$ cat config.mk
export PLATFORM = sky130hd
export DESIGN_NAME = restoring_divider_8by4
export DESIGN_NICKNAME = d
export VERILOG_FILES = /design/src/rtl/restoring_divider_8by4_pkg.sv /design/src/rtl/restoring_divider_8by4_cond_subtractor.sv /design/src/rtl/restoring_divider_8by4.sv
export SDC_FILE = /design/constraint.sdc
export NUM_CORES = 1
export LEC_CHECK = 0
export ABC_AREA = 1
export BUFFER_PORTS_ARGS = -buffer_cell sky130_fd_sc_hd__buf_2
export CAP_MARGIN = 20
export CORE_UTILIZATION = 55
export CTS_CLUSTER_DIAMETER = 30
export DETAILED_ROUTE_END_ITERATION = 6
export PLACE_DENSITY_LB_ADDON = 0.15
export SKIP_LAST_GASP = 1
export SLEW_MARGIN = 20
export SYNTH_ARGS = -nofsm -noshare
export SYNTH_HDL_FRONTEND = slang
export SYNTH_SLANG_ARGS = --single-unit
export TNS_END_PERCENT = 1
$ cat constraint.sdc
create_clock -name clk -period 2.99 [get_ports clk]
set_input_delay 0.7475 -clock clk [delete_from_list [all_inputs] [get_ports clk]]
set_output_delay 0.7475 -clock clk [all_outputs]
set_load 0.02 [all_outputs]
$ cat src/rtl/restoring_divider_8by4_pkg.sv
// Shared definitions for the 8-by-4 restoring divider: FSM encoding and default operand widths.
package restoring_divider_8by4_pkg;

    localparam int DIVIDEND_W_DEF = 8;
    localparam int DIVISOR_W_DEF  = 4;

    typedef enum logic [1:0] {
        IDLE = 2'd0,
        RUN  = 2'd1,
        DONE = 2'd2
    } div_state_t;

endpackage

$ cat src/rtl/restoring_divider_8by4_cond_subtractor.sv
// Trial subtract with restore: ripple of full adders computing a - b, muxed back to a on borrow.
module FullAdder (
    input  logic i_a,
    input  logic i_b,
    input  logic i_cin,
    output logic o_sum,
    output logic o_cout
);
    assign o_sum  = i_a ^ i_b ^ i_cin;
    assign o_cout = (i_a & i_b) | (i_cin & (i_a ^ i_b));
endmodule

module cond_subtractor #(
    parameter int W = 5
) (
    input  logic [W-1:0] i_a,
    input  logic [W-1:0] i_b,
    output logic [W-1:0] o_y,
    output logic         o_ge
);
    logic [W:0]   w_c;
    logic [W-1:0] w_d;

    // a + ~b + 1; a final carry of 1 means no borrow, i.e. a >= b
    assign w_c[0] = 1'b1;

    for (genvar g = 0; g < W; g++) begin : g_fa
        FullAdder u_fa (
            .i_a    (i_a[g]),
            .i_b    (~i_b[g]),
            .i_cin  (w_c[g]),
            .o_sum  (w_d[g]),
            .o_cout (w_c[g+1])
        );
    end

    assign o_ge = w_c[W];
    assign o_y  = o_ge ? w_d : i_a;
endmodule

$ cat src/rtl/restoring_divider_8by4.sv
// Sequential restoring divider: one quotient bit per RUN cycle, results registered at DONE.
module restoring_divider_8by4
    import restoring_divider_8by4_pkg::*;
#(
    parameter int DIVIDEND_W = DIVIDEND_W_DEF,
    parameter int DIVISOR_W  = DIVISOR_W_DEF
) (
    input  logic                  clk,
    input  logic                  clear,
    input  logic                  start,
    input  logic [DIVIDEND_W-1:0] dividend,
    input  logic [DIVISOR_W-1:0]  divisor,
    output logic                  busy,
    output logic                  done,
    output logic [DIVIDEND_W-1:0] quotient,
    output logic [DIVISOR_W-1:0]  remainder,
    output logic                  div_by_zero
);
    localparam int CNT_W = $clog2(DIVIDEND_W + 1);
    localparam int RW    = DIVISOR_W + 1;

    div_state_t            r_state;
    logic [CNT_W-1:0]      r_count;
    logic [DIVIDEND_W-1:0] r_dvd;
    logic [DIVIDEND_W-1:0] r_quo;
    logic [DIVISOR_W-1:0]  r_dvs;
    logic [RW-1:0]         r_prem;
    logic                  r_busy;
    logic                  r_done;
    logic [DIVIDEND_W-1:0] r_quotient;
    logic [DIVISOR_W-1:0]  r_remainder;
    logic                  r_dbz;

    logic [RW-1:0]         w_shift;
    logic [RW-1:0]         w_rem;
    logic                  w_ge;
    logic [DIVIDEND_W-1:0] w_quo_next;
    logic                  w_unused;

    // Partial remainder is always below the divisor, so its top bit is zero before the shift
    assign w_shift    = {r_prem[DIVISOR_W-1:0], r_dvd[DIVIDEND_W-1]};
    assign w_quo_next = {r_quo[DIVIDEND_W-2:0], w_ge};
    assign w_unused   = r_prem[DIVISOR_W];

    cond_subtractor #(.W(RW)) u_csub (
        .i_a  (w_shift),
        .i_b  ({1'b0, r_dvs}),
        .o_y  (w_rem),
        .o_ge (w_ge)
    );

    always_ff @(posedge clk) begin
        if (clear) begin
            r_state     <= IDLE;
            r_count     <= '0;
            r_dvd       <= '0;
            r_quo       <= '0;
            r_dvs       <= '0;
            r_prem      <= '0;
            r_busy      <= 1'b0;
            r_done      <= 1'b0;
            r_quotient  <= '0;
            r_remainder <= '0;
            r_dbz       <= 1'b0;
        end else begin
            case (r_state)
                IDLE: begin
                    r_done <= 1'b0;
                    if (start) begin
                        r_dvd   <= dividend;
                        r_dvs   <= divisor;
                        r_prem  <= '0;
                        r_quo   <= '0;
                        r_count <= CNT_W'(DIVIDEND_W);
                        r_busy  <= 1'b1;
                        if (divisor == '0) begin
                            r_state     <= DONE;
                            r_done      <= 1'b1;
                            r_quotient  <= '1;
                            r_remainder <= '0;
                            r_dbz       <= 1'b1;
                        end else begin
                            r_state <= RUN;
                        end
                    end
                end
                RUN: begin
                    r_dvd   <= r_dvd << 1;
                    r_prem  <= w_rem;
                    r_quo   <= w_quo_next;
                    r_count <= r_count - CNT_W'(1);
                    if (r_count == CNT_W'(1)) begin
                        r_state     <= DONE;
                        r_done      <= 1'b1;
                        r_quotient  <= w_quo_next;
                        r_remainder <= w_rem[DIVISOR_W-1:0];
                        r_dbz       <= 1'b0;
                    end
                end
                DONE: begin
                    r_state <= IDLE;
                    r_done  <= 1'b0;
                    r_busy  <= 1'b0;
                end
                default: begin
                    r_state <= IDLE;
                    r_done  <= 1'b0;
                    r_busy  <= 1'b0;
                end
            endcase
        end
    end

    assign busy        = r_busy;
    assign done        = r_done;
    assign quotient    = r_quotient;
    assign remainder   = r_remainder;
    assign div_by_zero = r_dbz;

endmodule
==> run summary, run 1 <==
Detailed-route wire length = 3.528 mm
Cts hold-fix bufs = 0
Setup TNS = 0 ps
Syn nets = 274
Mapped Cells = 253
Hold_sp = quotient[4]
Slew Viols, Final = 0
First drt pass iteration count = 4
Min cycle time layout = 2431 ps
Starting DRT DRC Count = 103
DRC = 0
Switching Share = 33.13%
Cell count after placement = 318
Via/cell ratio = 4.853
Mean Syn Cell Area = 7.586 um^2
Worst-path fanout max = 6
Gr usage total = 21.93%
Synth Register Bits = 44
Max Root-Sink Buffers = 2
Post-Layout Cell Count = 326
Rel. slew slack = 53.39%
DR vias = 1,582
Hold crit path type = flip-flop to flip-flop
Ant. Diodes = 0
Floorplan die width = 61.08 um
Clock sink count = 44
Routed Antenna Nets = 0
Top cells by area, synth = dfxtp_1, nand2_1, a21oi_1
Worst-path cell chain = inv_1 -> ha_1 -> fa_1 -> fa_1 -> inv_1 -> fa_1 -> nor2_1 -> nor2_2 -> inv_2 -> o21ai_1 -> nor2_1 -> nor2_1
Worst path bufs/invs = 3
Post-synth ARST share = 0%
Commonest cells post-synth = nand2_1, dfxtp_1, inv_1
FF-to-FF path depth = 12
Pin count of the biggest net entering global routing = 29
RSZ-0062 raised after global routing = no
Max Cap Violations = 0
WL per Instance = 10.82 um
Hold Vio Cnt, Final = 0
CP max stage delay = 420 ps
Skew final = 13.35 ps
Flop pwr share = 54.1%
Clock-pin slew on the worst setup and hold paths = 140 ps
Fmax = 411.3 MHz
Critical Path RT = 3290 ps
Sequential area share after synthesis = 45.89%
Leakage power = 0.9499 nW
Clock share of power = 24.2%
Synth cell types = 26
Slowest-stage cell, CP = fa_1
Share of cells above drive strength 1 = 17.50%
Synthesized area = 1919 um^2
Flop-to-flop setup slack = 560 ps
RePlAce Congestion = 0.7904
Peak VDD IR = 0.2850 mV
Hold endpoint = quotient[4]
Post-synth EDFFs = 0
GR Overflow Total = 0
Final HPWL from detailed placement = 2.372 mm
Ports = 30
CTS tree = done
Worst Setup End Kind = flip-flop
TritonCTS buffer count = 5
Status = finished, final reports clean
Syn. warnings = 0
Setup Fix Bufs, Post-CTS = 0
Reg2Reg Launch Point = r_dvd[7]
Root buf cell = clkbuf_4
Cell accounting for the most synthesized area = dfxtp_1
Post-synth top area share = 45.89%
# port buffers = 29
Worst-Skew Late Latency = 370 ps
NetSw = 406.3 uW
Initial core utilization = 57.52%
Top-count cell post-synth = nand2_1
R2R Path End = remainder[1]
Pint = 820.2 uW
FP Rows = 21
Comb pwr share = 21.7%
Worst Hold Depth = 2
CP delay by family, top = adder cells
Antenna violations before repair = 0
Final nets = 300
Die H = 61.08 um
Global-route wire length before repair = 5.961 mm
Core Footprint = 3337 um^2
Finish-stage setup viols = 0
Slew @ Worst Pin = 698.4 ps
CP Data Arrival Time = 2740 ps
H-tree Lvls = 2
Synthesis-to-finish area growth = 9.778%
Die area = 3730 um^2
Vias in the first global route = 1,438
Post-synth top flop = dfxtp_1
Period utilisation layout = 81.32%
Power density over the cells = 582.1 nW/um^2
Nature of the critical path startpoint = flip-flop
WS Path Type = flip-flop to flip-flop
Post-CTS Resized = 0
## per-layer routing
metal	wire, um	track usage (%)
met1	1664	25.17
met5	0	0
met3	123	4.622
met2	1660	37.42
met4	79	13.31
## power groups by stage
stage / Sequential (mW) / Combinational [mW] / Clock, mW
final: 0.664 / 0.266 / 0.296
after global routing: 0.672 / 0.311 / 0.325
after CTS: 0.665 / 0.270 / 0.302
after detailed placement: 0.678 / 0.267 / 0
after global placement: 0.676 / 0.263 / 0
after floorplan: 0.698 / 0.192 / 0
## placed cells by master (no fill, tap or decap)
master,Yosys,routed
a211oi_1,1,1
a21oi_1,25,25
a31oi_1,7,7
buf_2,4,29
buf_4,1,1
clkbuf_4,0,5
clkinv_4,0,1
clkinvlp_4,0,2
dfxtp_1,44,44
fa_1,3,3
ha_1,3,3
inv_1,32,32
inv_2,3,3
nand2_1,56,56
nand2_2,2,2
nand3_1,9,9
nand3_4,1,1
nor2_1,26,26
nor2_2,1,1
nor3_1,1,1
o21ai_0,21,21
o21ai_1,2,2
o21ai_2,3,3
o21bai_1,1,1
or2_2,1,1
## final cells by class
cell class              count  area [um^2]
inverters                  35        131.4
multi-input cells         163        823.3
clock inverters             3        23.77
flip-flops and latches     44        880.8
repair buffers             30        152.6
fillers                   332         1230
well taps                  46        57.56
clock buffers               5        37.54
## worst reg2reg max path, cell delays in order (launching register included)
cell     delay [ps]
dfxtp_1         360
inv_1            50
ha_1            190
fa_1            420
fa_1            400
inv_1            80
fa_1            190
nor2_1          110
nor2_2          160
inv_2            70
o21ai_1         160
nor2_1           60
nor2_1          120
## stage by stage
step                util (%)  setup slack (ps)  hold WS [ps]  power, mW  instance area, um^2
floorplan                  -             772.9         436.9     0.8901                 1919
global placement       61.30             706.1         425.2     0.9390                 2046
detailed placement     61.30             594.8         433.8     0.9446                 2046
CTS                    63.14             559.4         453.4      1.236                 2107
global route           63.14             347.9         474.1      1.308                 2107
finish                 63.14             558.7         450.3      1.227                 2107
## worst max path at each step
stage	slack, ps	to	startpoint	depth (start not counted)
2_1_floorplan	770	r_prem[3]	r_dvd[7]	10
3_3_place_gp	710	r_prem[1]	r_dvd[7]	12
3_5_place_dp	590	r_prem[1]	r_dvd[7]	12
4_1_cts	560	remainder[1]	r_dvd[7]	12
5_1_grt	350	remainder[1]	r_dvd[7]	12
6_report	560	remainder[1]	r_dvd[7]	12
## state kept, by name, summed over array words and instances, names as in the netlist
| signal | count |
|---|---|
| remainder | 4 |
| r_dvd | 8 |
| r_prem | 4 |
| div_by_zero | 1 |
| r_quo | 7 |
| r_state | 2 |
| busy | 1 |
| r_dvs | 4 |
| done | 1 |
| quotient | 8 |
| r_count | 4 |
## kinds of logic after synthesis
| logic type | after synthesis | synth area share, % |
|---|---|---|
| buf+inv | 46 | 11.21 |
| simple gates | 97 | 20.86 |
| compound gates | 60 | 16.95 |
| fa+ha+maj | 6 | 5.085 |
| flops | 44 | 45.89 |
Power figures use the tool's default switching activity.
==> inputs of run 2 (changes only) <==
Clock period 2.99 ns to 2.34 ns, I/O delays scaled along.
==> run 2 against run 1 <==
Hold slack about the same; maximum frequency up 9.7%; sequential power up 28%; clock skew down 10 ps; critical path depth up 1; largest cell class unchanged; largest power group unchanged.
==> run summary, run 2 (synthesis gave the netlist of run 1 again) <==
CP max stage delay = 360 ps
Pint = 1.089 mW
Reg2Reg Launch Point = r_dvd[7]
Flop pwr share = 53.6%
Clock-pin slew on the worst setup and hold paths = 120 ps
Fmax = 451.4 MHz
Detailed-route wire length = 3.646 mm
DRC = 0
CP delay by family, top = adder cells
Final nets = 300
Area occupied by multi-input gates = 849.6 um^2
Nature of the critical path startpoint = flip-flop
Worst Hold Depth = 2
Gr usage total = 21.83%
Antenna violations before repair = 0
Ports = 30
Skew final = 2.964 ps
CTS tree = done
Vias in the first global route = 1,374
Register area = 882.1 um^2
R2R Path End = remainder[0]
Most used cell, CP = nand2_1
Max Root-Sink Buffers = 2
GR Overflow Total = 0
Final HPWL from detailed placement = 2.426 mm
Setup Fix Bufs, Post-CTS = 0
Final core utilization = 63.89%
DR vias = 1,622
Hold Vio Cnt, Final = 0
Core Footprint = 3337 um^2
Hold_sp = quotient[4]
Slew @ Worst Pin = 724.0 ps
TritonCTS buffer count = 5
Area of placed instances = 2046 um^2
Hold crit path type = flip-flop to flip-flop
Fin area = 2132 um^2
Commonest cells after routing, fill and taps aside = nand2_1, dfxtp_1, inv_1
Power density over the cells = 744.1 nW/um^2
Status = finished, final reports clean
Overall power = 1.586 mW
Root buf cell = clkbuf_4
WS Path Type = flip-flop to flip-flop
# port buffers = 29
Filler cell count in the final layout = 326
Via/cell ratio = 4.975
Peak VDD IR = 0.4118 mV
FP Rows = 21
CP Data Arrival Time = 2450 ps
Clock sink count = 44
Slowest-stage cell, CP = fa_2
Global-route wire length before repair = 5.899 mm
Die H = 61.08 um
Pin count of the biggest net entering global routing = 29
Slew Viols, Final = 0
Floorplan die width = 61.08 um
Routed Antenna Nets = 0
Ant. Diodes = 0
Worst path bufs/invs = 2
WL per Instance = 11.18 um
Starting DRT DRC Count = 60
Post-Layout Cell Count = 326
Most common cell after layout, fill and taps aside = nand2_1
First drt pass iteration count = 4
Comb pwr share = 22.9%
Flop-to-flop setup slack = 120 ps
Cell count after placement = 318
Period utilisation layout = 94.67%
Worst-path fanout max = 6
Share of cells above drive strength 1 = 19.64%
Finish-stage setup viols = 0
RePlAce Congestion = 0.8039
Hold Slack = 450.3 ps
FF-to-FF path depth = 13
Max Cap Violations = 0
Leakage power = 0.9547 nW
Synthesis-to-finish area growth = 11.08%
Cts hold-fix bufs = 0
Worst Setup End Kind = flip-flop
Clock share of power = 23.5%
Worst-path cell chain = inv_1 -> ha_2 -> fa_2 -> fa_2 -> inv_2 -> fa_2 -> nor2_4 -> nand2_1 -> nand2_1 -> nand2_1 -> nand3_1 -> nand2_1 -> nor2_1
Hold endpoint = quotient[4]
Worst-Skew Late Latency = 350 ps
Min cycle time layout = 2215 ps
Die area = 3730 um^2
H-tree Lvls = 2
Critical Path RT = 2580 ps
NetSw = 497.7 uW
Switching Share = 31.37%
Rel. slew slack = 51.68%
Initial core utilization = 57.52%
run 2: changes by cell type in the layout (fill, tap and decap cells not counted), sizes merged:
| cell | delta |
|---|---|
| clkinv | -1 |
| clkinvlp | -2 |
| clkbuf | +3 |
run 2: what timing repair did:
action,in CTS,in global routing
gates resized for setup,4,7
endpoints found under the setup margin,6,8
pin swaps,1,4
run 2: final cells by class:
| class | count | area share, % |
|---|---|---|
| clock buffers | 8 | 2.758 |
| well taps | 46 | 2.700 |
| flip-flops and latches | 44 | 41.37 |
| inverters | 35 | 6.162 |
| multi-input cells | 163 | 39.85 |
| repair buffers | 30 | 7.160 |
run 2: worst max path at each step:
stage                         from           end  depth (start not counted)
after floorplan           r_dvd[7]     r_prem[3]                         10
after global placement    r_dvd[7]     r_prem[1]                         12
after detailed placement  r_dvd[7]     r_prem[1]                         12
after CTS                 r_dvd[7]     r_prem[3]                         10
after global routing      r_dvd[7]     r_prem[2]                         12
final                     r_dvd[7]  remainder[0]                         13
run 2: metrics by stage:
step                      setup WS [ps]  TNS (ps)
final                             124.6         0
after global routing             -8.591    -8.591
after CTS                        -8.702    -8.702
after global placement            56.02         0
after floorplan                   122.9         0
after detailed placement         -74.74    -175.8
run 2: metal layers:
layer	vias up	GRT usage [%]	wire, um
met5	-	0	0
met2	32	37.42	1743
li1	854	-	-
met1	730	26.36	1698
met4	0	7.143	53
met3	6	6.303	150
run 2: power by group through the flow:
stage	clock (mW)	combinational, mW	sequential (mW)
final	0.373	0.364	0.850
after global routing	0.415	0.415	0.859
after CTS	0.380	0.353	0.849
after detailed placement	0	0.345	0.865
after global placement	0	0.337	0.863
after floorplan	0	0.245	0.892
run 2: worst min-delay path, stage by stage (launching register included):
cell and delay (ps):
dfxtp_1 320, inv_1 40, a21oi_1 50
